`src/rtl/doc_uart_streamer.sv`:
```
// Streams the 16x32 document RAM out as 8N1 serial text, one CR LF terminated line per row
// with trailing blanks trimmed.
module doc_uart_streamer #(
    parameter int unsigned CLK_FREQ = 100_000_000,
    parameter int unsigned BAUD     = 115200
) (
    input  logic       clk,
    input  logic       rst,
    input  logic       send,
    input  logic [7:0] read_data,
    output logic       read_en,
    output logic [8:0] read_addr,
    output logic       busy,
    output logic       done,
    output logic       tx
);

    localparam int unsigned Cpb  = CLK_FREQ / BAUD;
    localparam int unsigned CntW = (Cpb > 1) ? $clog2(Cpb) : 1;

    typedef enum logic [2:0] {
        StIdle,
        StScan,
        StLoad,
        StTx,
        StCr,
        StLf,
        StFin
    } state_e;

    state_e            state_q, state_d;
    logic [3:0]        row_q, row_d;
    logic [4:0]        col_q, col_d;
    logic [4:0]        last_q, last_d;
    logic              has_char_q, has_char_d;
    logic [7:0]        shreg_q, shreg_d;
    logic [CntW-1:0]   clk_cnt_q, clk_cnt_d;
    logic [3:0]        bit_idx_q, bit_idx_d;

    logic       in_frame;
    logic       bit_end;
    logic       frame_end;
    logic       cell_blank;
    logic [7:0] frame_data;
    logic [9:0] frame_bits;

    always_ff @(posedge clk) begin
        if (rst) begin
            state_q    <= StIdle;
            row_q      <= '0;
            col_q      <= '0;
            last_q     <= '0;
            has_char_q <= 1'b0;
            shreg_q    <= '0;
            clk_cnt_q  <= '0;
            bit_idx_q  <= '0;
        end else begin
            state_q    <= state_d;
            row_q      <= row_d;
            col_q      <= col_d;
            last_q     <= last_d;
            has_char_q <= has_char_d;
            shreg_q    <= shreg_d;
            clk_cnt_q  <= clk_cnt_d;
            bit_idx_q  <= bit_idx_d;
        end
    end

    // Bit timing runs only while a frame is on the line and is parked at zero otherwise,
    // so every frame state starts with a fresh start bit.
    always_comb begin
        in_frame  = (state_q == StTx) || (state_q == StCr) || (state_q == StLf);
        bit_end   = (clk_cnt_q == CntW'(Cpb - 1));
        frame_end = in_frame && bit_end && (bit_idx_q == 4'd9);
        clk_cnt_d = '0;
        bit_idx_d = '0;
        if (in_frame) begin
            if (bit_end) begin
                bit_idx_d = frame_end ? 4'd0 : bit_idx_q + 4'd1;
            end else begin
                clk_cnt_d = clk_cnt_q + CntW'(1);
                bit_idx_d = bit_idx_q;
            end
        end
    end

    always_comb begin
        state_d    = state_q;
        row_d      = row_q;
        col_d      = col_q;
        last_d     = last_q;
        has_char_d = has_char_q;
        shreg_d    = shreg_q;
        cell_blank = (read_data == 8'h00) || (read_data == 8'h20);

        case (state_q)
            StIdle: begin
                if (send) begin
                    row_d      = '0;
                    col_d      = '0;
                    has_char_d = 1'b0;
                    state_d    = StScan;
                end
            end
            StScan: begin
                if (!cell_blank) begin
                    last_d     = col_q;
                    has_char_d = 1'b1;
                end
                if (col_q == 5'd31) begin
                    if (has_char_d) begin
                        col_d   = '0;
                        state_d = StLoad;
                    end else begin
                        state_d = StCr;
                    end
                end else begin
                    col_d = col_q + 5'd1;
                end
            end
            StLoad: begin
                shreg_d = (read_data == 8'h00) ? 8'h20 : read_data;
                state_d = StTx;
            end
            StTx: begin
                if (frame_end) begin
                    if (col_q == last_q) begin
                        state_d = StCr;
                    end else begin
                        col_d   = col_q + 5'd1;
                        state_d = StLoad;
                    end
                end
            end
            StCr: begin
                if (frame_end) begin
                    state_d = StLf;
                end
            end
            StLf: begin
                if (frame_end) begin
                    if (row_q == 4'd15) begin
                        state_d = StFin;
                    end else begin
                        row_d      = row_q + 4'd1;
                        col_d      = '0;
                        has_char_d = 1'b0;
                        state_d    = StScan;
                    end
                end
            end
            StFin:   state_d = StIdle;
            default: state_d = StIdle;
        endcase
    end

    always_comb begin
        case (state_q)
            StCr:    frame_data = 8'h0D;
            StLf:    frame_data = 8'h0A;
            default: frame_data = shreg_q;
        endcase
        frame_bits = {1'b1, frame_data, 1'b0};
        tx         = in_frame ? frame_bits[bit_idx_q] : 1'b1;
        busy       = (state_q != StIdle);
        read_en    = busy;
        done       = (state_q == StFin);
        // The counters only move in SCAN/LOAD or on entry to them, so the address naturally
        // holds its last value elsewhere.
        read_addr  = {row_q, col_q};
    end

endmodule

```
`config.mk`:
```
export PLATFORM = sky130hd
export DESIGN_NAME = doc_uart_streamer
export DESIGN_NICKNAME = d
export VERILOG_FILES = /design/src/rtl/doc_uart_streamer.sv
export SDC_FILE = /design/constraint.sdc
export NUM_CORES = 1
export LEC_CHECK = 0
export ABC_AREA = 0
export CORE_MARGIN = 2
export CORE_UTILIZATION = 35
export DETAILED_ROUTE_END_ITERATION = 10
export SYNTH_ARGS = -nofsm -noshare
export SYNTH_HDL_FRONTEND = slang
export SYNTH_SLANG_ARGS = --single-unit
```
`constraint.sdc`:
```
create_clock -name clk -period 5.4 [get_ports clk]
set_input_delay 1.08 -clock clk [delete_from_list [all_inputs] [get_ports clk]]
set_output_delay 1.08 -clock clk [all_outputs]
set_load 0.01 [all_outputs]
```
; ---- Yosys cells after proc, flatten, opt, wreduce, memory -nomap -nowiden
; Cells that the tools add are included.
[word_totals]
reg_bits = 40
input_bits = 11
out_inout_bits = 13
word_cells = 86
[op_classes]
add_sub_neg = 4
magnitude_cmp = 1
eq_ne = 20
n_mux = 33
bitwise = 2
n_reduce_logical = 18
[op_table]
columns = operator, n
row1 = two-way mux 5 bit, 7
row2 = two-way mux 3 bit, 8
row3 = case mux 5 bit (4 select lines), 1
row4 = case mux 3 bit (6 select lines), 1
row5 = two-way mux 4 bit, 4
row6 = case mux 8 bit (2 select lines), 1
row7 = != test 2 bit (second input constant), 7
row8 = adder 10 x 1 -> 10 bit (second input constant), 1
row9 = equality test 10 bit (second input constant), 1
row10 = equality test 3 bit (second input constant), 3
row11 = adder 4 x 1 -> 4 bit (second input constant), 2
row12 = equality test 4 bit (second input constant), 2
row13 = equality test 8 x 6 -> 1 bit (second input constant), 1
row14 = logical NOT 8 bit, 1
row15 = two-way mux 8 bit, 1
row16 = case mux 4 bit (2 select lines), 1
row17 = AND reduction 4 bit, 2
row18 = two-way mux 1 bit, 7
row19 = AND reduction 7 bit, 1
row20 = equality test 3 x 2 -> 1 bit (second input constant), 2
row21 = nonzero test 3 bit, 2
row22 = adder 5 x 1 -> 5 bit (second input constant), 1
row23 = equality test 5 bit, 1
row24 = equality test 5 bit (second input constant), 1
row25 = other kinds (15), 19

; ---- Depth between registers and ports, before layout
; Gate-level depths: netlist of the first run.
[depth]
depth_word = 7
ltp_mapped = 9
ltp_nobuf = 9

; ---- Worst setup path before layout of the first run
; No wires, ideal clock.
[synth_path]
kind = flip-flop to output port
from = register state_q[1]
to = output tx
arrival_ps = 1464
required_ps = 4320
slack_ps = 2856
path_stages_with_launch = 8
n_path_buf = 1
cell_sequence = dfxtp_1 -> nand2b_1 -> clkbuf_1 -> o21ai_0 -> o21ai_0 -> a21oi_1 -> o31a_1 -> o211ai_1
[synth_between]
elab_chain_len = 5
elab_cells_between_ends = 9
classes_between = eq/ne: 3 / mux: 4 / reduce/logical: 2
[synth_rtl]
columns = item, line_no
row1 = "start, declared", 31  ; state_e state_q, state_d;
row2 = "start signal, assigned", 49  ; state_q <= StIdle;
row3 = "start signal, assigned", 58  ; state_q <= state_d;
row4 = equality test 3 bit, "72, 158"
row5 = case mux 8 bit (2 select lines), 158  ; case (state_q)
row6 = binary-select mux 1 bit (select 4 bit), 164  ; tx = in_frame ? frame_bits[bit_idx_q] : 1'b1;
row7 = two-way mux 1 bit (not written as such), 164
row8 = two-way mux 1 bit (*), 164
row9 = "end, declared", 15  ; output logic tx
; Mark *: on every way between the ends. The rest lies on a longest branch, timed or not. The select of a mux whose other input is x is not followed.

; ---- Worst setup path after layout of the first run
[layout_path]
from = register state_q[2]
to = output tx
; The elaborated chain is that of the path after synthesis.

==> qor.csv, run 1 <==
stage,metric,value,unit
placed_design,dpl.hpwl,3.339,mm
critical_path,crit_path_max_fanout,15,
critical_path,critPathBufInv,1,
pwr,p_sw_share,29.75,%
clocking,cts-buffers-inserted,5,
drt,drtAntennaViolNets,0,
drt,dr_total_vias,1832,
synthesis,yosysTopAreaCell,dfxtp_1,
global_routing,grt_start_max_net_pins,25,
pwr,internal-power,0.5230,mW
drt,drt-initial-drc-count,144,
clocking,cts.clk_slew.worst_paths,80,ps
floorplan,num_io_pins,24,
synthesis,synth_area_per_cell,8.338,um^2
clocking,cts_hold_buf,0,
clocking,clk_latency,300,ps
floorplan,dieArea,6740,um^2
floorplan,die_h,82.10,um
floorplan,num_rows,28,
drt,drc_errors,0,
floorplan,start_util,36.05,%
global_routing,antenna_found_initial,0,
critical_path,worstRegToRegCells,7,
synthesis,synth_area_leaders,"dfxtp_1, mux2i_1, nor2_1",
critical_path,worstPathRequired,4320,ps
pwr,comb_power_share,20.9,%
pwr,seq_power_share,45.0,%
cells_and_area,mostFrequentLayoutCell,nor2_1,
sta,finalHoldViolCount,0,
drt,wl_per_cell,13.01,um
clocking,cts_resized,0,
sta,period_share,68.27,%
sta,tightestPinTransition,874.6,ps
synthesis,synth_ff_type,dfxtp_1,
global_routing,grt_pass1_wl,7.590,mm
critical_path,cp.depth,7,
clocking,cts.sinks,40,
critical_path,cp_slowest_stage_delay,570,ps
synthesis,seq_area_frac_synth,37.51,%
pwr,leakagePower,0.8903,nW
sta,skew,7.416,ps
critical_path,rr_startpoint,clk_cnt_q[0]$_SDFF_PP0_,
sta,tns,0,ps
drt,dr.pass1.iters,4,
critical_path,cp-end-kind,primary output,
pwr,ir_drop,0.1051,mV
clocking,root_buffer,clkbuf_8,
critical_path,crit_end,tx,
synthesis,syn_nets,273,
synthesis,synthArstFlopShare,0,%
synthesis,synthCells,256,
clocking,htree_num_levels,2,
sta,timing.final.ws_setup,1714,ps
sta,slew_headroom,41.24,%
placed_design,pre_cts_slack,2040,ps
synthesis,ys_warn_count,0,
critical_path,start_kind,flip-flop,
drt,viasPerCell,5.234,
floorplan,die_x,82.10,um
critical_path,crit_top_cell,a21oi_1,
run,maxCapViolCount,0,
sta,fmax,271.3,MHz
worst_hold_path,hold_path_class,reg -> reg,
critical_path,rr_endpoint,row_q[3]$_SDFFE_PP0P_,
critical_path,cp_slowest_cell,dfxtp_1,
outcome,outcome,"finished, final reports clean",
critical_path,cp_top_family,compound AO/OA/AOI/OAI gates,
clocking,cts_setup_buffers,0,
pwr,power.total,0.7444,mW
global_routing,grt_pass1_vias,1599,
placed_design,place.gp.congestion,0.8203,
cells_and_area,layout-drive-gt1-share,5.818,%
synthesis,synthesis.area,2135,um^2
floorplan,design.core.area,5921,um^2
sta,rsz0062_at_grt,false,
cells_and_area,antenna-diode-count,0,
sta,slew_viol_final,0,
synthesis,synth.distinct_cells,50,
critical_path,path_cells,nor2b_1 -> nand2_1 -> a21oi_1 -> a21oi_1 -> o31a_1 -> o211ai_1 -> clkdlybuf4s50_1,
synthesis,synth-edff-count,0,
synthesis,synth-seq-cells,40,
global_routing,grt-ovfl-total,0,
clocking,clockBufferDepth,2,
sta,finalSetupViolations,0,
sta,fin_crit,3686,ps
critical_path,cp-startpoint,state_q[2]$_SDFFE_PP0P_,
synthesis,synth_top_cell_area_share,37.51,%
pwr,p_switching,0.2214,mW
critical_path,r2r_slack,2920,ps
cells_and_area,syn_to_final_growth,17.88,%
global_routing,grt_use_total,14.43,%
drt,routed_wl,4.555,mm
critical_path,worstPathArrival,2610,ps
pwr,p_per_area,295.8,nW/um^2
pwr,clockPowerShare,34.0,%
placed_design,portBuffers,23,
cells_and_area,fin_nets,291,
critical_path,critPathKind,reg -> out,
cells_and_area,final_cell_mix,"nor2_1, dfxtp_1, clkdlybuf4s50_1",
clocking,cts_tree,yes,
[worst reg2reg max path, cell delays in order, from the launching register on]
cell	delay (ps)
dfxtp_1	370
ha_1	220
nand4_1	160
nor4_4	470
nand4_2	330
or4_1	580
a31oi_1	170
nor2_1	50
[power groups by stage]
stage	Clock [mW]	Sequential (mW)	Combinational, mW
CTS	0.262	0.335	0.156
global placement	0	0.342	0.155
floorplan	0	0.330	0.119
finish	0.253	0.335	0.156
detailed placement	0	0.342	0.155
global route	0.273	0.339	0.171
[worst min path at each step]
stage                       startpoint  slack (ps)  cells past startpoint                       to
4_1_cts        clk_cnt_q[0]$_SDFF_PP0_         470                      1  clk_cnt_q[0]$_SDFF_PP0_
6_report       clk_cnt_q[0]$_SDFF_PP0_         470                      1  clk_cnt_q[0]$_SDFF_PP0_
2_1_floorplan  clk_cnt_q[0]$_SDFF_PP0_         430                      1  clk_cnt_q[0]$_SDFF_PP0_
5_1_grt        clk_cnt_q[0]$_SDFF_PP0_         520                      1  clk_cnt_q[0]$_SDFF_PP0_
3_3_place_gp   clk_cnt_q[0]$_SDFF_PP0_         440                      1  clk_cnt_q[0]$_SDFF_PP0_
3_5_place_dp   clk_cnt_q[0]$_SDFF_PP0_         450                      1  clk_cnt_q[0]$_SDFF_PP0_
[layout make-up]
class	instances	area (um^2)
Fill cell	585	3405
Sequential cell	40	800.8
Clock inverter	3	46.29
Tap cell	75	93.84
Multi-Input combinational cell	197	1250
Clock buffer	5	68.82
Timing Repair Buffer	23	230.2
Inverter	7	26.28
[through the flow]
step                instance area, um^2  hold WS [ps]  utilization, %  std cells
global placement                   2401         443.3           40.55        342
floorplan                          2135         429.8               -        256
finish                             2516         465.4           42.50        350
detailed placement                 2401         453.8           40.55        342
global route                       2516         518.7           42.50        350
CTS                                2516         474.6           42.50        350
[state kept, by name, summed over array words and instances (netlist names)]
| name | flops |
|---|---|
| row_q | 4 |
| clk_cnt_q | 10 |
| col_q | 5 |
| last_q | 5 |
| state_q | 3 |
| bit_idx_q | 4 |
| shreg_q | 8 |
| has_char_q | 1 |
[cells in the mapped netlist, types with 3 or more instances]
master / count
nor2_1: 42
dfxtp_1: 40
nand2_1: 18
mux2i_1: 16
a21oi_1: 13
o21ai_0: 11
nand3_1: 10
clkbuf_1: 9
nor3_1: 8
xor2_1: 8
inv_1: 7
xnor2_1: 7
ha_1: 6
and3_1: 5
nand2b_1: 5
a31oi_1: 4
and2_1: 3
nor2b_1: 3
nor4_1: 3
[logic make-up after synthesis]
logic type / after synthesis / synth area share [%]
simple gates: 111 / 26.38
compound gates: 48 / 14.48
flops: 40 / 37.51
buf+inv: 19 / 3.927
mux: 17 / 8.030
xor+xnor: 15 / 6.155
fa+ha+maj: 6 / 3.517
[routing by layer]
layer	wire (um)	part of all wire, %	GRT usage [%]	vias to the layer above
met1	2275	50	20.40	834
met4	106	2.3	6.833	0
met3	223	4.9	2.826	8
li1	-	-	-	940
met5	0	0	0	-
met2	1949	43	20.98	50
Power figures use the tool's default switching activity.
==> run 2: changes to the inputs <==
clock period = 3.4 ns   (was 5.4 ns; I/O delays follow)
==> qor.csv, run 2 (same netlist as run 1, synthesis figures left out) <==
stage,metric,value,unit
outcome,outcome,"finished, final reports clean",
clocking,htree_num_levels,2,
cells_and_area,top_register,clk_cnt_q,
floorplan,die_h,82.10,um
drt,drc_errors,0,
sta,slew_headroom,42.34,%
sta,tns,0,ps
cells_and_area,fin_nets,295,
sta,fmax,317.6,MHz
worst_hold_path,min_from,clk_cnt_q[0]$_SDFF_PP0_,
placed_design,portBuffers,23,
critical_path,crit_path_max_fanout,15,
pwr,seq_power_share,44.0,%
pwr,p_sw_share,29.77,%
clocking,cts-buffers-inserted,5,
pwr,comb_power_share,22.2,%
sta,finalSetupViolations,0,
placed_design,pre_cts_slack,468.9,ps
floorplan,die_x,82.10,um
critical_path,cp-startpoint,state_q[2]$_SDFFE_PP0P_,
cells_and_area,final_cells,354,
placed_design,postPlaceCellArea,2431,um^2
clocking,clk_latency,300,ps
floorplan,num_rows,28,
cells_and_area,reg_top3,"clk_cnt_q (10), shreg_q (8)",
floorplan,design.core.area,5921,um^2
pwr,ir_drop,0.2279,mV
drt,wl_per_cell,13.25,um
critical_path,critPathKind,reg -> out,
pwr,power.total,1.195,mW
drt,drt-initial-drc-count,118,
clocking,cts_setup_buffers,0,
sta,tightestPinTransition,861.7,ps
cells_and_area,largest_reg_flops,10,
run,maxCapViolCount,0,
global_routing,grt_pass1_vias,1704,
placed_design,dpl.hpwl,3.370,mm
critical_path,rr_startpoint,clk_cnt_q[0]$_SDFF_PP0_,
sta,timing.final.ws_setup,251.5,ps
critical_path,cp-end-kind,primary output,
placed_design,place.gp.congestion,0.7972,
pwr,internal-power,0.8391,mW
pwr,clockPowerShare,33.9,%
clocking,root_buffer,clkbuf_8,
sta,skew,10.48,ps
critical_path,worstRegToRegCells,7,
cells_and_area,antenna-diode-count,0,
drt,routed_wl,4.689,mm
clocking,cts.sinks,40,
cells_and_area,layout-drive-gt1-share,7.527,%
sta,finalHoldViolCount,0,
sta,rsz0062_at_grt,false,
global_routing,antenna_found_initial,0,
floorplan,num_io_pins,24,
drt,dr_total_vias,1861,
global_routing,grt_use_total,15.39,%
cells_and_area,syn_to_final_growth,19.34,%
global_routing,grt_start_max_net_pins,25,
global_routing,grt-ovfl-total,0,
pwr,p_switching,0.3557,mW
critical_path,start_kind,flip-flop,
cells_and_area,design_area,2547,um^2
worst_hold_path,hold_path_class,reg -> reg,
sta,fin_crit,3149,ps
clocking,cts.clk_slew.worst_paths,80,ps
cells_and_area,mostFrequentLayoutCell,nor2_1,
cells_and_area,final_cell_mix,"nor2_1, dfxtp_1, clkdlybuf4s50_1",
sta,fin_hold_ws,469.3,ps
placed_design,dp.cells,346,
critical_path,worstPathRequired,2720,ps
cells_and_area,final_util,43.03,%
clocking,cts_tree,yes,
drt,viasPerCell,5.257,
floorplan,start_util,36.05,%
sta,slew_viol_final,0,
sta,period_share,92.60,%
worst_hold_path,hold_path_depth,1,
drt,drtAntennaViolNets,0,
floorplan,dieArea,6740,um^2
clocking,clockBufferDepth,2,
global_routing,grt_pass1_wl,8.024,mm
pwr,leakagePower,0.9109,nW
critical_path,worstPathArrival,2470,ps
drt,dr.pass1.iters,4,
pwr,p_per_area,469.0,nW/um^2
-- run 2: worst paths after layout --
path                             endpoint  slack [ps]
setup / recovery                       tx         250
hold / removal    clk_cnt_q[0]$_SDFF_PP0_         470
setup reg to reg    col_q[1]$_SDFFE_PP0P_         910
hold reg to reg   clk_cnt_q[0]$_SDFF_PP0_         470
-- run 2: layer usage --
layer / vias up / global-route usage, % / share of wire [%]
met4: 0 / 6.000 / 1.4
met1: 862 / 21.29 / 50
li1: 953 / - / -
met5: - / 0 / 0
met2: 39 / 23.17 / 44
met3: 7 / 3.587 / 5.1
-- run 2: final cells by class --
type	count	area (um^2)
clock buffers	5	68.82
clock inverters	3	46.29
fillers	613	3373
inverters	7	26.28
multi-input cells	197	1250
flip-flops and latches	40	802.0
well taps	75	93.84
repair buffers	27	260.3
-- run 2: repair_timing --
item	in CTS	in global routing
gates resized for setup	0	1
endpoints found under the setup margin	0	1
hold buffers	0	0
-- run 2: power groups by stage --
stage	clock network [mW]	logic [mW]	registers (mW)
after floorplan	0	0.190	0.524
after global placement	0	0.264	0.536
after detailed placement	0	0.264	0.536
after CTS	0.419	0.265	0.525
after global routing	0.437	0.297	0.531
final	0.405	0.265	0.525
-- run 2: worst max-delay path: stages (launching register included) --
cell and delay (ps):
dfxtp_2 460, nor2b_1 250, nand2_1 190, a21oi_1 180, a21oi_1 50, o31a_1 290, o211ai_1 180, clkdlybuf4s50_1 560
==> run 3: changes to the inputs <==
CELL_PAD_IN_SITES_DETAIL_PLACEMENT = 0   (was not set)
CELL_PAD_IN_SITES_GLOBAL_PLACEMENT = 1   (was not set)
PLACE_DENSITY_LB_ADDON = 0.1   (was not set)
==> qor.csv, run 3 (same netlist as run 1, synthesis figures left out) <==
stage,metric,value,unit
outcome,outcome,"finished, final reports clean",
placed_design,portBuffers,23,
drt,viasPerCell,5.201,
drt,drtAntennaViolNets,0,
sta,tightestPinTransition,872.6,ps
pwr,internal-power,0.8365,mW
clocking,cts_setup_buffers,0,
critical_path,crit_top_cell,a21oi_1,
cells_and_area,final_cells,354,
clocking,cts.clk_slew.worst_paths,90,ps
critical_path,cp-end-kind,primary output,
sta,period_share,91.06,%
floorplan,start_util,36.05,%
placed_design,place.gp.congestion,0.8002,
drt,routed_wl,5.021,mm
cells_and_area,fin_nets,295,
cells_and_area,multiInputGateArea,1250,um^2
cells_and_area,mostFrequentLayoutCell,nor2_1,
critical_path,crit_path_max_fanout,15,
cells_and_area,reg_top3,"clk_cnt_q (10), shreg_q (8)",
sta,fin_crit,3096,ps
clocking,cts.sinks,40,
sta,slew_viol_final,0,
pwr,leakagePower,0.9120,nW
clocking,clk_latency,290,ps
drt,dr_total_vias,1841,
pwr,clockPowerShare,33.9,%
clocking,clockBufferDepth,2,
drt,drt-initial-drc-count,63,
global_routing,grt_pass1_vias,1760,
pwr,ir_drop,0.1976,mV
sta,finalHoldViolCount,0,
sta,skew,5.207,ps
clocking,cts_hold_buf,0,
cells_and_area,design_area,2549,um^2
cells_and_area,largest_reg_flops,10,
clocking,cts_tree,yes,
cells_and_area,syn_to_final_growth,19.40,%
pwr,seq_power_share,43.8,%
global_routing,grt_use_total,16.39,%
clocking,cts-buffers-inserted,5,
drt,dr.pass1.iters,4,
critical_path,cp_top_family,compound AO/OA/AOI/OAI gates,
floorplan,dieArea,6740,um^2
pwr,p_per_area,469.6,nW/um^2
critical_path,cp_slowest_cell,clkdlybuf4s50_1,
critical_path,critPathKind,reg -> out,
sta,rsz0062_at_grt,false,
cells_and_area,antenna-diode-count,0,
run,maxCapViolCount,0,
placed_design,postPlaceCellArea,2431,um^2
clocking,root_buffer,clkbuf_8,
floorplan,design.core.area,5921,um^2
pwr,p_sw_share,30.11,%
critical_path,critPathBufInv,1,
clocking,cts_resized,0,
global_routing,grt_start_max_net_pins,24,
placed_design,dp.cells,346,
floorplan,die_x,82.10,um
floorplan,num_io_pins,24,
drt,drc_errors,0,
critical_path,start_kind,flip-flop,
global_routing,antenna_found_initial,0,
cells_and_area,final_cell_mix,"nor2_1, dfxtp_1, clkdlybuf4s50_1",
critical_path,path_cells,nor2b_1 -> nand2_1 -> a21oi_1 -> a21oi_1 -> o31a_1 -> o211ai_1 -> clkdlybuf4s50_1,
critical_path,worstPathArrival,2420,ps
pwr,comb_power_share,22.2,%
worst_hold_path,hold_path_class,reg -> reg,
clocking,htree_num_levels,2,
cells_and_area,top_register,clk_cnt_q,
critical_path,worstPathRequired,2720,ps
global_routing,grt-ovfl-total,0,
cells_and_area,regArea,803.3,um^2
sta,fmax,323.0,MHz
sta,slew_headroom,41.38,%
critical_path,cp_slowest_stage_delay,560,ps
sta,tns,0,ps
pwr,p_switching,0.3604,mW
placed_design,dpl.hpwl,3.548,mm
drt,wl_per_cell,14.18,um
sta,finalSetupViolations,0,
cells_and_area,n_fill_cell,587,
floorplan,num_rows,28,
global_routing,grt_pass1_wl,8.431,mm
cells_and_area,layout-drive-gt1-share,7.885,%
floorplan,die_h,82.10,um
## run 3: power by group through the flow
stage	clock (mW)	sequential (mW)	combinational, mW
floorplan	0	0.524	0.190
global placement	0	0.535	0.269
detailed placement	0	0.535	0.267
CTS	0.423	0.524	0.267
global route	0.439	0.529	0.298
finish	0.406	0.525	0.266
## run 3: cell type report
| class | count | share of cell area (%) |
|---|---|---|
| Timing Repair Buffer | 27 | 10.21 |
| Clock buffer | 5 | 2.700 |
| Multi-Input combinational cell | 197 | 49.04 |
| Inverter | 7 | 1.031 |
| Clock inverter | 3 | 1.816 |
| Tap cell | 75 | 3.682 |
| Sequential cell | 40 | 31.52 |
## run 3: routing by layer
metal	global-route usage [%]	wire length, um	up-vias	part of all wire, %
li1	-	-	953	-
met1	22.68	2566	848	51
met2	25.45	2232	36	44
met3	3.587	177	4	3.5
met4	5.000	45	0	0.90
met5	0	0	-	0
## run 3: final timing paths
path	slack, ps	endpoint	cells past startpoint	from
setup / recovery	300	tx	7	state_q[2]$_SDFFE_PP0P_
setup reg to reg	940	col_q[1]$_SDFFE_PP0P_	8	clk_cnt_q[0]$_SDFF_PP0_
hold / removal	470	clk_cnt_q[0]$_SDFF_PP0_	1	clk_cnt_q[0]$_SDFF_PP0_
hold reg to reg	470	clk_cnt_q[0]$_SDFF_PP0_	1	clk_cnt_q[0]$_SDFF_PP0_
## run 3: metrics by stage
| step | util, % | total power [mW] | setup slack (ps) | hold slack (ps) |
|---|---|---|---|---|
| 2_1_floorplan | - | 0.7132 | 1199 | 429.8 |
| 3_3_place_gp | 41.06 | 0.8037 | 528.1 | 447.6 |
| 3_5_place_dp | 41.06 | 0.8017 | 488.0 | 454.6 |
| 4_1_cts | 43.01 | 1.214 | 140.6 | 477.0 |
| 5_1_grt | 43.05 | 1.266 | 62.75 | 512.1 |
| 6_report | 43.05 | 1.197 | 304.0 | 470.9 |
==> RTL edit 1 (flow settings as in run 3) <==
Set the parameter `BAUD` to 57600 (it was 115200).
--- a/src/rtl/doc_uart_streamer.sv
+++ b/src/rtl/doc_uart_streamer.sv
@@ -4,3 +4,3 @@
     parameter int unsigned CLK_FREQ = 100_000_000,
-    parameter int unsigned BAUD     = 115200
+    parameter int unsigned BAUD     = 57600
 ) (
Function: no difference found for any inputs over 10 cycles, from zero or initial values and one cycle with rst high; that may be too few to reach the edited logic, so the function may still have changed.
==> RTL edit 1 against run 3 <==
  * Register-to-register slack improved by 270 ps
  * Routed wire length increased by 9.6%
  * Via count increased by 4.7%
  * Cell area increased by 4.5%
  * Sequential cell count increased by 1
  * Synthesized area increased by 6.2%
  * Worst setup slack improved by 13 ps
  * Final cell count increased by 3.7%
  * Critical path type unchanged
  * Highest routed layer unchanged
Power is not compared: it rests on default switching activity, and its combinational part moved more than twofold at a synthesized area within 25%.
==> RTL edit 1: results (changes against run 3) <==
| Metric | Value |
|---|---|
| Clock Skews | 6.420 ps (was 5.207 ps) |
| CP required | 2720 ps (about the same) |
| Netlist cell types | 55 (was 50) |
| DR vias/cell | 5.253 (was 5.201) |
| Worst skew pair latency | around 300 ps |
| CTS Buf Count | 5 (unchanged) |
| Routed WL per cell | 15.00 um (was 14.18 um) |
| Initial antenna violation count | 0 (unchanged) |
| Compound-Gate Fraction of Synth Area | 0.1684 (was 0.1448) |
| Clk root buf | clkbuf_8 (unchanged) |
| DR iter-0 viols | 66 (was 63) |
| Net Count, Synth | 286 (was 273) |
| Worst Max-Slew Pin Slew | 718.9 ps (was 872.6 ps) |
| Placed insts | 359 (was 346) |
| Worst-path clk slew | 80 ps |
| Total track usage | 0.1619 (was 0.1639) |
| Net count, final | 306 (was 295) |
| IO buf count | 23 (unchanged) |
| First-pass GRT wire length | 9287 um (was 8431 um) |
| Finished Layout Cells | 367 (was 354) |
| Post-synthesis mux area share | 0.05080 (was 0.08030) |
| Adder-cell share of the synthesized area | 0.03313 (was 0.03517) |
| Top Registers | clk_cnt_q: 11 flops, shreg_q: 8 flops (was clk_cnt_q: 10 flops, shreg_q: 8 flops) |
| Post-synthesis xor/xnor area fraction | 0.06184 (was 0.06155) |
| Maximum clock path buffer count | 2 (unchanged) |
| Critical-path maximum fanout | 17 (was 15) |
| Worst Hold Class | flop to flop (unchanged) |
| Vias in the first global route | 1873 (was 1760) |
| Maximum vdd ir drop | 223.0 uV |
| DP Wirelength | 3984 um (was 3548 um) |
| CTS H-tree depth | 2 (unchanged) |
| Status | finished, final reports clean (unchanged) |
| Int Pwr | around 0.00096 W |
| Antenna diodes | 0 (unchanged) |
| Synth top area cells | dfxtp_1 (36%), a21oi_1 (5.1%), nor2_1 (4.5%) (was dfxtp_1 (38%), mux2i_1 (7.5%), nor2_1 (7.4%)) |
| Lkg Pwr | 0.9318 nW |
| Area after DPL | 0.002561 mm2 (was 0.002431 mm2) |
| Final GP Congestion | 0.7684 (was 0.8002) |
| Pin count of the biggest net entering global routing | 33 (was 24) |
| Synth async-reset ratio | 0 (unchanged) |
| Share of cells above drive strength 1 | 0.08621 (was 0.07885) |
| Most frequent cells after synthesis | dfxtp_1 (41), nor2_1 (27), a21oi_1 (23), nand2_1 (23), o21ai_0 (15) (was nor2_1 (42), dfxtp_1 (40), nand2_1 (18)) |
| DRT Pass-1 Iters | 4 (unchanged) |
| Cells after Synth | 269 (was 256) |
| Sequential-to-total area share from yosys stat | 0.3622 (was 0.3751) |
| Synth warn | 0 (unchanged) |
| Post-CTS setup buffers | 0 (unchanged) |
==> RTL edit 1: changes by cell type after synthesis, moves of 3 or more <==
cell      change
nor3b_1       +4
a21oi_1      +10
nand3_1       -4
or3_1         +3
o21ai_0       +4
nand2_1       +5
nor2b_1       +3
nor2_1       -15
nand3b_1      +6
mux2i_1       -6
==> RTL edit 1: path summary, 6_finish.rpt <==
path | start | endpoint | slack (ps) | depth (start not counted)
hold / removal | clk_cnt_q[0] | clk_cnt_q[0] | 490 | 1
hold reg to reg | clk_cnt_q[0] | clk_cnt_q[0] | 490 | 1
setup reg to reg | col_q[0] | col_q[2] | 1210 | 8
setup / recovery | state_q[2] | tx | 320 | 6
==> RTL edit 1: critical path, stage by stage, from the launching register on <==
cell and delay [ps]:
dfxtp_2 490, nor2b_1 400, nor3_1 80, o32ai_1 220
mux2i_1 110, o221ai_1 220, clkdlybuf4s50_1 570
==> RTL edit 1: logic make-up after synthesis <==
kind of cell / after synthesis
simple gates: 116
compound gates: 60
flops: 41
buf+inv: 19
xor+xnor: 16
mux: 11
fa+ha+maj: 6
==> RTL edit 1: layer usage <==
metal | up-vias | GRT usage | share of wire
li1 | 1006 | - | -
met1 | 889 | 0.2214 | 0.52
met2 | 24 | 0.2547 | 0.44
met3 | 9 | 0.03343 | 0.027
met4 | 0 | 0.05628 | 0.018
met5 | - | 0 | 0
==> RTL edit 1: stage by stage <==
step	worst slack, ps	total power (W)
2_1_floorplan	1243	0.0009774
3_3_place_gp	532.9	0.001162
3_5_place_dp	480.7	0.001153
4_1_cts	142.1	0.001523
5_1_grt	168.0	0.001599
6_report	317.4	0.001504
==> RTL edit 1: what timing repair did <==
action                     CTS  global route
setup endpoints to repair    0             1
resized for setup            0             1
hold buffers                 0             0
==> RTL edit 1: cell type report <==
class | count | area, um2
fill | 654 | 3650
multi-input combinational | 209 | 1365
sequential | 41 | 822.0
timing repair buffer | 27 | 260.3
clock buffer | 7 | 96.34
tap | 77 | 96.34
inverter | 5 | 18.77
clock inverter | 1 | 5.005
==> RTL edit 1: power by group through the flow <==
stage | clock network, W | logic [W] | registers (W)
floorplan | 0 | 0.000401 | 0.000576
global placement | 0 | 0.000565 | 0.000597
detailed placement | 0 | 0.000557 | 0.000596
CTS | 0.000380 | 0.000559 | 0.000585
global route | 0.000397 | 0.000608 | 0.000595
finish | 0.000367 | 0.000552 | 0.000585
==> RTL edit 2 (flow settings as in run 3) <==
Without the edit above. Re-encode `state_e` (7 states) as one-hot, 7 bits wide.
--- a/src/rtl/doc_uart_streamer.sv
+++ b/src/rtl/doc_uart_streamer.sv
@@ -20,10 +20,10 @@
 
-    typedef enum logic [2:0] {
-        StIdle,
-        StScan,
-        StLoad,
-        StTx,
-        StCr,
-        StLf,
-        StFin
+    typedef enum logic [6:0] {
+        StIdle = 7'b0000001,
+        StScan = 7'b0000010,
+        StLoad = 7'b0000100,
+        StTx   = 7'b0001000,
+        StCr   = 7'b0010000,
+        StLf   = 7'b0100000,
+        StFin  = 7'b1000000
     } state_e;
Check against the original RTL: same outputs for any inputs over 10 cycles, from zero or initial values and one cycle with rst high; not proved beyond that.
==> RTL edit 2 against run 3 <==
  * Synthesized area increased by 14%
  * Sequential share of layout area fell by 1.6 points
  * Total power up 3.8%
  * First-iteration DRC count rose to 2.7 times the old value
  * Non-clock buffer count increased by 11
  * Worst setup slack worse by 190 ps
  * Largest cell class unchanged
  * Cell area is 16% higher
  * Maximum frequency fell by 5.8%
  * Via count up 19%
  * Sequential cell count is 4 higher
  * Routed wire length increased by 24%
==> RTL edit 2: results (changes against run 3) <==
| Metric | Value |
|---|---|
| Sequential-to-total area share from yosys stat | 0.3607 (was 0.3751) |
| P_seq | 0.000538 W (was 0.000525 W) |
| Fmax | 0.3042 GHz (was 0.3230 GHz) |
| Pin count of the biggest net entering global routing | 16 (was 24) |
| Routed WL per cell | 15.42 um (was 14.18 um) |
| Adder-cell share of the synthesized area | 0.03074 (was 0.03517) |
| Maximum vdd ir drop | 253.9 uV (was 197.6 uV) |
| Net Count, Synth | 309 (was 273) |
| Clock Skews | 9.032 ps (was 5.207 ps) |
| Mean Syn Cell Area | 8.364 um2 (was 8.338 um2) |
| Most frequent cells after synthesis | dfxtp_1 (44), nor2_1 (32), nand2_1 (25) (was nor2_1 (42), dfxtp_1 (40), nand2_1 (18)) |
| Lkg Pwr | 1.100 nW (was 0.9120 nW) |
| Overall Power | 0.001242 W (was 0.001197 W) |
| Critical-path maximum fanout | 7 (was 15) |
| Crit path DAT | 2610 ps (was 2420 ps) |
| Worst path max stage delay | 530 ps (was 560 ps) |
| Comb power | 0.000286 W (was 0.000266 W) |
| DP Wirelength | 4644 um (was 3548 um) |
| Met2 wire length | 2611 um (was 2232 um) |
| Top Registers | clk_cnt_q: 10 flops, shreg_q: 8 flops, state_q: 7 flops (was clk_cnt_q: 10 flops, shreg_q: 8 flops) |
| Placed insts | 396 (was 346) |
| Post-synthesis mux area share | 0.04098 (was 0.08030) |
| DR vias/cell | 5.428 (was 5.201) |
| R2R Setup Slk | 790 ps (was 940 ps) |
| Int Pwr | 0.0008823 W (was 0.0008365 W) |
| Status | finished, final reports clean (unchanged) |
| Slew margin rel. | 0.5230 (was 0.4138) |
| First-pass GRT wire length | 10600 um (was 8431 um) |
| Vias in the first global route | 2092 (was 1760) |
| Total track usage | 0.1755 (was 0.1639) |
| Netlist cell types | 57 (was 50) |
| Met3 usage | 0.02922 (was 0.03587) |
| Area after DPL | 0.002813 mm2 (was 0.002431 mm2) |
| GR met1 Demand/Resource | 0.2659 (was 0.2268) |
| Share of cells above drive strength 1 | 0.1111 (was 0.07885) |
| Compound-Gate Fraction of Synth Area | 0.1696 (was 0.1448) |
## RTL edit 2: final timing paths
path	startpoint	to
setup / recovery	state_q[6]	tx
setup reg to reg	bit_idx_q[0]	col_q[0]
hold / removal	clk_cnt_q[0]	clk_cnt_q[0]
hold reg to reg	clk_cnt_q[0]	clk_cnt_q[0]
## RTL edit 2: kinds of logic (layout without fill, tap and decap cells)
kind of cell    Yosys count  after routing
mux                      10             10
buf+inv                  21             53
flops                    44             44
fa+ha+maj                 6              6
simple gates            133            133
compound gates           60             60
xor+xnor                 18             18
## RTL edit 2: repair_timing
item | 4_1_cts | 5_1_grt
pin swaps | 0 | 1
gates resized for setup | 1 | 5
gates cloned | 0 | 0
setup endpoints to repair | 1 | 1
## RTL edit 2: cell type report
cell class / instances / area, um2
Fill cell: 691 / 3806
Multi-Input combinational cell: 227 / 1484
Sequential cell: 44 / 882.1
Timing Repair Buffer: 38 / 342.8
Tap cell: 80 / 100.1
Clock buffer: 5 / 68.82
Clock inverter: 3 / 46.29
Inverter: 7 / 26.28
